$ cat src/rtl/noc_mm_job_sched.sv
`default_nettype none
// ============================================================================
// Module   : noc_mm_job_sched
// Purpose  : Queues matrix-multiply job descriptors and runs them one at a
//            time on the NoC MM engine. Optional watchdog: NOC_MM_SCHED_TIMEOUT_EN
// Revision : 1.0 - initial release
// ============================================================================
module noc_mm_job_sched #(
  parameter int MATRIXSIZE_W   = 24,
  parameter int AXI_ADDR_WIDTH = 64,
  parameter int QUEUE_DEPTH    = 4,
  parameter int JOB_ID_W       = 8,
  parameter int HALT_ON_ERROR  = 1
) (
  input  logic                           clk_pl,
  input  logic                           rstn_pl,
  input  logic                           job_valid,
  output logic                           job_ready,
  input  logic [JOB_ID_W-1:0]            job_id,
  input  logic [MATRIXSIZE_W-1:0]        job_m1,
  input  logic [MATRIXSIZE_W-1:0]        job_m2,
  input  logic [MATRIXSIZE_W-1:0]        job_m3,
  input  logic [AXI_ADDR_WIDTH-1:0]      job_addr_a,
  input  logic [AXI_ADDR_WIDTH-1:0]      job_addr_b,
  input  logic [AXI_ADDR_WIDTH-1:0]      job_addr_d,
  output logic                           mm_start,
  output logic [MATRIXSIZE_W-1:0]        mm_m1,
  output logic [MATRIXSIZE_W-1:0]        mm_m2,
  output logic [MATRIXSIZE_W-1:0]        mm_m3,
  output logic [AXI_ADDR_WIDTH-1:0]      mm_addr_a,
  output logic [AXI_ADDR_WIDTH-1:0]      mm_addr_b,
  output logic [AXI_ADDR_WIDTH-1:0]      mm_addr_d,
  input  logic                           mm_done,
  input  logic                           mm_error,
  output logic                           cmp_valid,
  output logic [JOB_ID_W-1:0]            cmp_id,
  output logic                           cmp_error,
  output logic                           cmp_timeout,
  output logic                           busy,
  output logic                           halted,
  input  logic                           err_clear,
  input  logic [31:0]                    timeout_cycles,
  output logic [$clog2(QUEUE_DEPTH):0]   queue_level,
  output logic [15:0]                    jobs_done
);

  localparam int c_PTR_W  = $clog2(QUEUE_DEPTH);
  localparam int c_LVL_W  = c_PTR_W + 1;
  localparam int c_DESC_W = JOB_ID_W + 3 * MATRIXSIZE_W + 3 * AXI_ADDR_WIDTH;
  localparam logic [c_LVL_W-1:0] c_LVL_ONE   = c_LVL_W'(1);
  localparam logic [c_LVL_W-1:0] c_LVL_FULL  = c_LVL_W'(QUEUE_DEPTH);
  localparam logic [c_PTR_W-1:0] c_PTR_ONE   = c_PTR_W'(1);

  typedef enum logic [2:0] {
    ST_IDLE     = 3'd0,
    ST_LAUNCH   = 3'd1,
    ST_RUN      = 3'd2,
    ST_COMPLETE = 3'd3,
    ST_HALT     = 3'd4
  } state_t;

  state_t                      r_state;
  logic [c_DESC_W-1:0]         r_mem [QUEUE_DEPTH];
  logic [c_PTR_W-1:0]          r_wr_ptr;
  logic [c_PTR_W-1:0]          r_rd_ptr;
  logic [c_LVL_W-1:0]          r_level;
  logic                        r_done_q;
  logic [JOB_ID_W-1:0]         r_cur_id;
  logic                        r_mm_start;
  logic [MATRIXSIZE_W-1:0]     r_mm_m1, r_mm_m2, r_mm_m3;
  logic [AXI_ADDR_WIDTH-1:0]   r_mm_addr_a, r_mm_addr_b, r_mm_addr_d;
  logic                        r_cmp_valid;
  logic [JOB_ID_W-1:0]         r_cmp_id;
  logic                        r_cmp_error;
  logic [15:0]                 r_jobs_done;

  logic                        w_push;
  logic                        w_pop;
  logic                        w_done_rise;
  logic [c_DESC_W-1:0]         w_desc_in;
  logic [JOB_ID_W-1:0]         w_head_id;
  logic [MATRIXSIZE_W-1:0]     w_head_m1, w_head_m2, w_head_m3;
  logic [AXI_ADDR_WIDTH-1:0]   w_head_a, w_head_b, w_head_d;

  assign job_ready   = (r_level < c_LVL_FULL);
  assign w_push      = job_valid && job_ready;
  assign w_pop       = (r_state == ST_IDLE) && (r_level != '0);
  assign w_done_rise = mm_done && !r_done_q;
  assign w_desc_in   = {job_id, job_m1, job_m2, job_m3, job_addr_a, job_addr_b, job_addr_d};
  assign {w_head_id, w_head_m1, w_head_m2, w_head_m3, w_head_a, w_head_b, w_head_d} = r_mem[r_rd_ptr];

  // Descriptor storage carries no reset; validity is tracked by r_level.
  always_ff @(posedge clk_pl) begin
    if (w_push) begin
      r_mem[r_wr_ptr] <= w_desc_in;
    end
  end

  always_ff @(posedge clk_pl or negedge rstn_pl) begin
    if (!rstn_pl) begin
      r_wr_ptr <= '0;
      r_rd_ptr <= '0;
      r_level  <= '0;
    end else begin
      if (w_push) r_wr_ptr <= r_wr_ptr + c_PTR_ONE;
      if (w_pop)  r_rd_ptr <= r_rd_ptr + c_PTR_ONE;
      if (w_push && !w_pop) begin
        r_level <= r_level + c_LVL_ONE;
      end else if (!w_push && w_pop) begin
        r_level <= r_level - c_LVL_ONE;
      end
    end
  end

`ifdef NOC_MM_SCHED_TIMEOUT_EN
  logic [31:0] r_wd_cnt;
  logic        r_cmp_timeout;
  logic [31:0] w_wd_next;
  assign w_wd_next   = r_wd_cnt + 32'd1;
  assign cmp_timeout = r_cmp_timeout;
`else
  logic w_unused_timeout;
  assign w_unused_timeout = ^timeout_cycles;
  assign cmp_timeout      = 1'b0;
`endif

  always_ff @(posedge clk_pl or negedge rstn_pl) begin
    if (!rstn_pl) begin
      r_state       <= ST_IDLE;
      r_done_q      <= 1'b0;
      r_cur_id      <= '0;
      r_mm_start    <= 1'b0;
      r_mm_m1       <= '0;
      r_mm_m2       <= '0;
      r_mm_m3       <= '0;
      r_mm_addr_a   <= '0;
      r_mm_addr_b   <= '0;
      r_mm_addr_d   <= '0;
      r_cmp_valid   <= 1'b0;
      r_cmp_id      <= '0;
      r_cmp_error   <= 1'b0;
      r_jobs_done   <= 16'd0;
`ifdef NOC_MM_SCHED_TIMEOUT_EN
      r_wd_cnt      <= 32'd0;
      r_cmp_timeout <= 1'b0;
`endif
    end else begin
      r_mm_start  <= 1'b0;
      r_cmp_valid <= 1'b0;
      case (r_state)
        ST_IDLE: begin
          if (r_level != '0) begin
            r_cur_id    <= w_head_id;
            r_mm_m1     <= w_head_m1;
            r_mm_m2     <= w_head_m2;
            r_mm_m3     <= w_head_m3;
            r_mm_addr_a <= w_head_a;
            r_mm_addr_b <= w_head_b;
            r_mm_addr_d <= w_head_d;
            r_mm_start  <= 1'b1;
            r_state     <= ST_LAUNCH;
          end
        end
        ST_LAUNCH: begin
          // A done level left over from the previous job must not count as an edge.
          r_done_q <= mm_done;
`ifdef NOC_MM_SCHED_TIMEOUT_EN
          r_wd_cnt <= 32'd0;
`endif
          r_state  <= ST_RUN;
        end
        ST_RUN: begin
          r_done_q <= mm_done;
          if (w_done_rise) begin
            r_cmp_valid   <= 1'b1;
            r_cmp_id      <= r_cur_id;
            r_cmp_error   <= mm_error;
            r_jobs_done   <= r_jobs_done + 16'd1;
`ifdef NOC_MM_SCHED_TIMEOUT_EN
            r_cmp_timeout <= 1'b0;
`endif
            r_state       <= ST_COMPLETE;
          end
`ifdef NOC_MM_SCHED_TIMEOUT_EN
          else if ((timeout_cycles != 32'd0) && (w_wd_next == timeout_cycles)) begin
            r_cmp_valid   <= 1'b1;
            r_cmp_id      <= r_cur_id;
            r_cmp_error   <= 1'b1;
            r_cmp_timeout <= 1'b1;
            r_jobs_done   <= r_jobs_done + 16'd1;
            r_state       <= ST_COMPLETE;
          end else begin
            r_wd_cnt <= w_wd_next;
          end
`endif
        end
        ST_COMPLETE: begin
          if (r_cmp_error && (HALT_ON_ERROR != 0)) begin
            r_state <= ST_HALT;
          end else begin
            r_state <= ST_IDLE;
          end
        end
        ST_HALT: begin
          if (err_clear) begin
            r_state <= ST_IDLE;
          end
        end
        default: r_state <= ST_IDLE;
      endcase
    end
  end

  assign mm_start    = r_mm_start;
  assign mm_m1       = r_mm_m1;
  assign mm_m2       = r_mm_m2;
  assign mm_m3       = r_mm_m3;
  assign mm_addr_a   = r_mm_addr_a;
  assign mm_addr_b   = r_mm_addr_b;
  assign mm_addr_d   = r_mm_addr_d;
  assign cmp_valid   = r_cmp_valid;
  assign cmp_id      = r_cmp_id;
  assign cmp_error   = r_cmp_error;
  assign busy        = (r_state != ST_IDLE) || (r_level != '0);
  assign halted      = (r_state == ST_HALT);
  assign queue_level = r_level;
  assign jobs_done   = r_jobs_done;

endmodule
`default_nettype wire
$ cat config.mk
export PLATFORM = sky130hd
export DESIGN_NAME = noc_mm_job_sched
export DESIGN_NICKNAME = d
export VERILOG_FILES = /design/src/rtl/noc_mm_job_sched.sv
export SDC_FILE = /design/constraint.sdc
export NUM_CORES = 1
export LEC_CHECK = 0
export CORE_MARGIN = 2
export CORE_UTILIZATION = 43
export CTS_CLUSTER_SIZE = 24
export DETAILED_ROUTE_END_ITERATION = 8
export GPL_ROUTABILITY_DRIVEN = 0
export PLACE_DENSITY = 0.67
export SLEW_MARGIN = 20
export SYNTH_ARGS = -nofsm -noshare
export SYNTH_HDL_FRONTEND = slang
export SYNTH_SLANG_ARGS = --single-unit
$ cat constraint.sdc
create_clock -name clk_pl -period 6.86 [get_ports clk_pl]
set_input_delay 1.372 -clock clk_pl [delete_from_list [all_inputs] [get_ports clk_pl]]
set_output_delay 1.372 -clock clk_pl [all_outputs]
set_load 0.02 [all_outputs]
# After elaboration in Yosys (flattened, before gate mapping)

Memory sizes are Yosys's and may differ from the RTL's. A register that Yosys moved wholly into a read port is not among the register bits.
Index checks and enable logic that the tools add are counted.

Memories: 1
Memory bits (writable): 1088
Logic and storage cells: 55
Register bits after elaboration: 38

Add/subtract/negate cells: 5
Mux-type cells: 13
Reduce and logical (&&, ||, !) cells: 18
Eq/ne operators: 7
$lt $le $gt $ge: 1

Memories:

| name  | depth | bits a word | read ports | clocked after Yosys merged registers in | wr ports | line | text |
|---|---|---|---|---|---|---|---|
| r_mem | 4     | 272         | 1          | 1                                       | 1        | 63   | `logic [c_DESC_W-1:0] r_mem [QUEUE_DEPTH];` |

Operator list:

| operator                                               | count |
|---|---|
| two-way mux 3 bit                                      | 6 |
| adder 16 x 1 -> 16 bit (second input constant)         | 1 |
| one-hot mux 3 bit (5 select lines)                     | 1 |
| == test 3 x 2 -> 1 bit (second input constant)         | 2 |
| two-way mux 1 bit                                      | 6 |
| nonzero test 3 bit                                     | 2 |
| logical AND 1 bit                                      | 5 |
| adder 2 x 1 -> 2 bit (second input constant)           | 2 |
| zero test 1 bit                                        | 4 |
| inequality test 2 x 1 -> 1 bit (second input constant) | 2 |
| AND reduction 2 bit                                    | 2 |
| adder 3 x 1 -> 3 bit (second input constant)           | 1 |
| == test 3 x 1 -> 1 bit (second input constant)         | 1 |
| == test 3 bit (second input constant)                  | 1 |
| zero test 3 bit                                        | 1 |
| < comparator 3 bit (second input constant)             | 1 |
| AND reduction 3 bit                                    | 1 |
| subtractor 3 x 1 -> 3 bit (second input constant)      | 1 |
| inequality test 2 bit (second input constant)          | 1 |
| nonzero test 2 bit                                     | 1 |
| OR reduction 2 bit                                     | 1 |
| logical OR 1 bit                                       | 1 |

# Logic depth before layout (Yosys ltp)

Depth after elaboration: 6
Mapped depth: 11

# Least setup slack after synthesis

No wires, ideal clock.

Kind: in2reg
Start: in job_valid
End: mem r_mem[0][0] (netlist name) (enable)
Path buffers: 1
Slack: -1.732 ns
Stages: 3
Library setup time: 0.668 ns
Data arrival time: 7.925 ns
Data required time: 6.192 ns
Cell sequence: nor2b_1 -> clkbuf_1 -> and2_1

Cells in the longest elaborated chain, start to end: 3

Ends and longest elaborated chain:

| what                                    | line | text |
|---|---|---|
| start: declaration                      | 17   | `input logic job_valid,` |
| logical AND 1 bit                       | 86   | `assign w_push = job_valid && job_ready;` |
| net w_push                              | 77   | `logic w_push;` |
| two-way mux 1 bit                       | 94   | `if (w_push) begin` |
| two-way mux 1 bit (not written as such) | 95   | `r_mem[r_wr_ptr] <= w_desc_in;` |
| end: declaration                        | 63   |  |

The timed path passes the listed nets, and every way through them passes these cells.

# Worst setup path after layout

Start: reg r_level[0], in the netlist queue_level[0]
End: out busy

Cells in the longest elaborated chain, start to end: 2

Ends and longest elaborated chain:

| what                     | line | text |
|---|---|---|
| start: declaration       | 66   | `logic [c_LVL_W-1:0] r_level;` |
| start signal: assignment | 108  | `r_level <= r_level + c_LVL_ONE;` |
| start signal: assignment | 110  | `r_level <= r_level - c_LVL_ONE;` |
| nonzero test 3 bit       | 224  | `assign busy = (r_state != ST_IDLE) \|\| (r_level != '0);` |
| logical OR 1 bit         | 224  |  |
| end: declaration         | 39   | `output logic busy,` |

Every way passes these cells.

==> results.py <==
metrics = {
    "status": {
        "status": "finished, final reports clean",
    },
    "logic_synthesis": {
        "yosysWarnings": 0,
        "netlist_area_um2": 51190,
        "synth_nets": 3051,
        "postSynthAreaPerCell_um2": 18.72,
        "synth_top_area_frac": 0.6382,
        "synthDistinctLibCells": 34,
        "synthArstFlopShare": 0.2217,
        "yosys.cell_count.top_type": "edfxtp_1",
        "syn-instance-count": 2734,
        "seq_area_frac_synth": 0.7897,
        "synth_top_area_cell": "edfxtp_1",
        "synth_edf_count": 1088,
        "synthFlopType": "edfxtp_1",
        "ys_top_cells_by_count": "edfxtp_1, nand2_1, dfrtp_1",
        "ys_ff_latch": 1398,
        "yosys-top-cells-area": "edfxtp_1, dfrtp_1, mux4_2, nand2_1, buf_6",
    },
    "drt": {
        "routed_via_density": 5.122,
        "vias": 25770,
        "first_iter_violations": 1966,
        "drc": 0,
        "post_drt_wl_per_cell_um": 22.65,
        "drt_wl_total_um": 113900,
        "dr.pass1.iters": 5,
        "ant_nets": 0,
    },
    "power_and_ir_drop": {
        "switching_share": 0.3184,
        "comb_power_share": 0.311,
        "seqPwrFrac": 0.414,
        "switching_power_uw": 9157,
        "power.internal_uw": 19600,
        "p_per_area_nw_per_um2": 452.7,
        "peakVddDrop_mv": 0.3850,
        "clock_power_share": 0.275,
        "p_leak_uw": 0.02304,
    },
    "setup_path": {
        "reg2reg_setup_slack_ns": 3.62,
        "cp_data_arrival_time_ns": 2.52,
        "cp_top_family": "simple AND/OR/NAND/NOR gates",
        "r2r-start": "r_state[1]",
        "critPathCapture": "busy",
        "start_kind": "register",
        "crit_type": "reg2out",
        "critPathCaptureType": "output pin",
        "path_depth": 3,
        "worst-path-buf-inv": 1,
        "required_ns": 5.49,
        "slowest_stage": "clkdlybuf4s50_1",
        "critPathMaxStageDelay_ns": 0.65,
        "r2r_cells": 6,
        "crit_start": "queue_level[0]",
        "crit_chain": "nor3_1, nand2_1, clkdlybuf4s50_1",
        "cp_max_fo": 4,
        "regToRegEndpoint": "mm_addr_b[18]",
    },
    "global_routing": {
        "gr-usage-all-layers": 0.1868,
        "use_met2": 0.2932,
        "grt_max_degree": 191,
        "use_met1": 0.2516,
        "grt_overflow_total": 0,
        "grt_pass1_vias": 26510,
        "grt_first_pass_wirelength_um": 170200,
        "antenna_found_initial": 23,
        "grt-busiest-layer": "met2",
        "grtUsageMet3": 0.05903,
    },
    "place": {
        "dp_slack_ns": 2.494,
        "dp.cells": 4754,
        "dpl_cell_area_um2": 58630,
        "portBuffers": 574,
        "hpwl_um": 66110,
    },
    "worst_hold_path": {
        "worstHoldStart": "mm_addr_b[10]",
        "min_path_type": "reg2reg",
    },
    "timing": {
        "max_freq_ghz": 0.2572,
        "rsz0062_at_grt": "false",
        "max-slew-margin-rel": 0.2483,
        "worst_pin_slew_ns": 1.127,
        "fin_crit_sh": 0.5668,
        "period_needed_ns": 3.888,
        "slew_violations": 0,
        "timing.final.ws_setup_ns": 2.972,
        "fin_hold_ws_ns": 0.4689,
        "hold_violations": 0,
        "fin_setup_tns_ns": 0,
        "clock_skew_ns": 0.02867,
        "setup_viol": 0,
    },
    "clock_network": {
        "hold_buffers": 0,
        "insertion_delay_ns": 0.73,
        "htreeDepth": 4,
        "cts_resized": 0,
        "cts_tree": "done",
        "clock-sinks": 1398,
        "cts_setup_buffers": 0,
        "clk_pin_slew_ns": 0.06,
        "clock_path_buffers": 3,
        "clock_tree.root_cell": "clkbuf_16",
        "cts_buffers": 145,
    },
    "floorplanning": {
        "io_pins": 608,
        "num_rows": 126,
        "die_w_um": 349.0,
        "chipHeight_um": 349.0,
        "core_um2": 118100,
        "die_area_um2": 121800,
        "start_util": 0.4335,
    },
    "final_layout": {
        "fin_area_um2": 63530,
        "multi_input_area_um2": 9952,
        "register_area_um2": 40440,
        "final_cells": 5031,
        "num-nets-final": 3682,
        "areaGrowthSynthToFinish_pct": 24.10,
        "fillCellCount": 9171,
        "drive_gt1_frac": 0.1580,
    },
    "job": {
        "cap_violations": 0,
    },
}
through the flow:
stage / power (uW) / utilization
global placement: 21090 / 0.4966
finish: 28760 / 0.5380
global route: 30260 / 0.5380
detailed placement: 21210 / 0.4966
floorplan: 17720 / -
CTS: 29200 / 0.5379
cells in the final DEF, fill, tap and decap left out, drive strengths merged:
cell,synthesis,routed
a31oi,1,1
a32o,1,1
and2,4,4
and3,2,2
and4,1,1
buf,97,38
bufinv,0,9
clkbuf,30,207
clkdlybuf4s50,0,573
clkinv,0,47
clkinvlp,0,1
conb,1,1
dfrtp,310,310
diode,0,7
edfxtp,1088,1088
fa,1,1
ha,6,6
inv,10,16
mux2,2,2
mux4,272,272
nand2,855,855
nand2b,1,1
nand3,6,6
nand4,3,3
nor2,8,8
nor2b,2,2
nor3,5,5
nor3b,1,1
nor4,3,3
nor4b,1,1
o21ai,1,1
xnor2,13,13
xor2,9,9
cells by family after synthesis:
group | after synthesis | share of synthesized area
flip-flops | 1398 | 0.7897
AND/OR/NAND/NOR | 892 | 0.06785
multiplexers | 274 | 0.1201
buffers and inverters | 137 | 0.01620
XOR/XNOR | 22 | 0.003764
adder cells (fa/ha/maj) | 7 | 0.001857
AO/OA/AOI/OAI | 3 | 0.0004155
other | 1 | 0.00007325
worst reg2reg max path: cells and delay by family, from the launching register on:
kind                   cells  cell delay (ns)
and+or+nand+nor            4             1.41
buffers and inverters      2             1.25
DFF                        1             0.51
area by class of cell:
cell class / count / area share
well taps: 1536 / 0.03025
clock inverters: 63 / 0.01008
repair buffers: 611 / 0.09883
multi-input cells: 1199 / 0.1567
clock buffers: 207 / 0.06671
inverters: 10 / 0.0007090
diodes: 7 / 0.0002757
flip-flops and latches: 1398 / 0.6365
flip-flops by register name (all words and copies together), names as in the netlist, 2 cells and up:
signal / cells
mm_addr_d: 64
r_cur_id: 8
mm_m3: 24
r_rd_ptr: 2
jobs_done: 16
mm_m2: 24
queue_level: 3
cmp_id: 8
mm_m1: 24
r_mem: 1088
r_state: 3
r_wr_ptr: 2
mm_addr_a: 64
mm_addr_b: 64
worst min path at each step:
stage               cells after the start            end  slack [ns]
finish                                  2  mm_addr_b[10]        0.47
CTS                                     2      cmp_id[3]        0.47
global placement                        2      cmp_id[3]        0.45
global route                            2      mm_m2[20]        0.49
detailed placement                      2      cmp_id[3]        0.46
floorplan                               2      cmp_id[0]        0.44
power by group through the flow:
| stage | clock network [uW] | logic, uW | registers, uW |
|---|---|---|---|
| floorplan | 0 | 4850 | 12900 |
| global placement | 0 | 9050 | 12000 |
| detailed placement | 0 | 9120 | 12100 |
| CTS | 8100 | 9160 | 11900 |
| global route | 8430 | 9730 | 12100 |
| finish | 7900 | 8950 | 11900 |
metal layers:
layer	vias to the layer above	share of wire
li1	11510	-
met1	13250	0.42
met2	762	0.48
met3	205	0.078
met4	36	0.024
met5	-	0.0023
No activity file was read; power rests on OpenSTA's default activity.
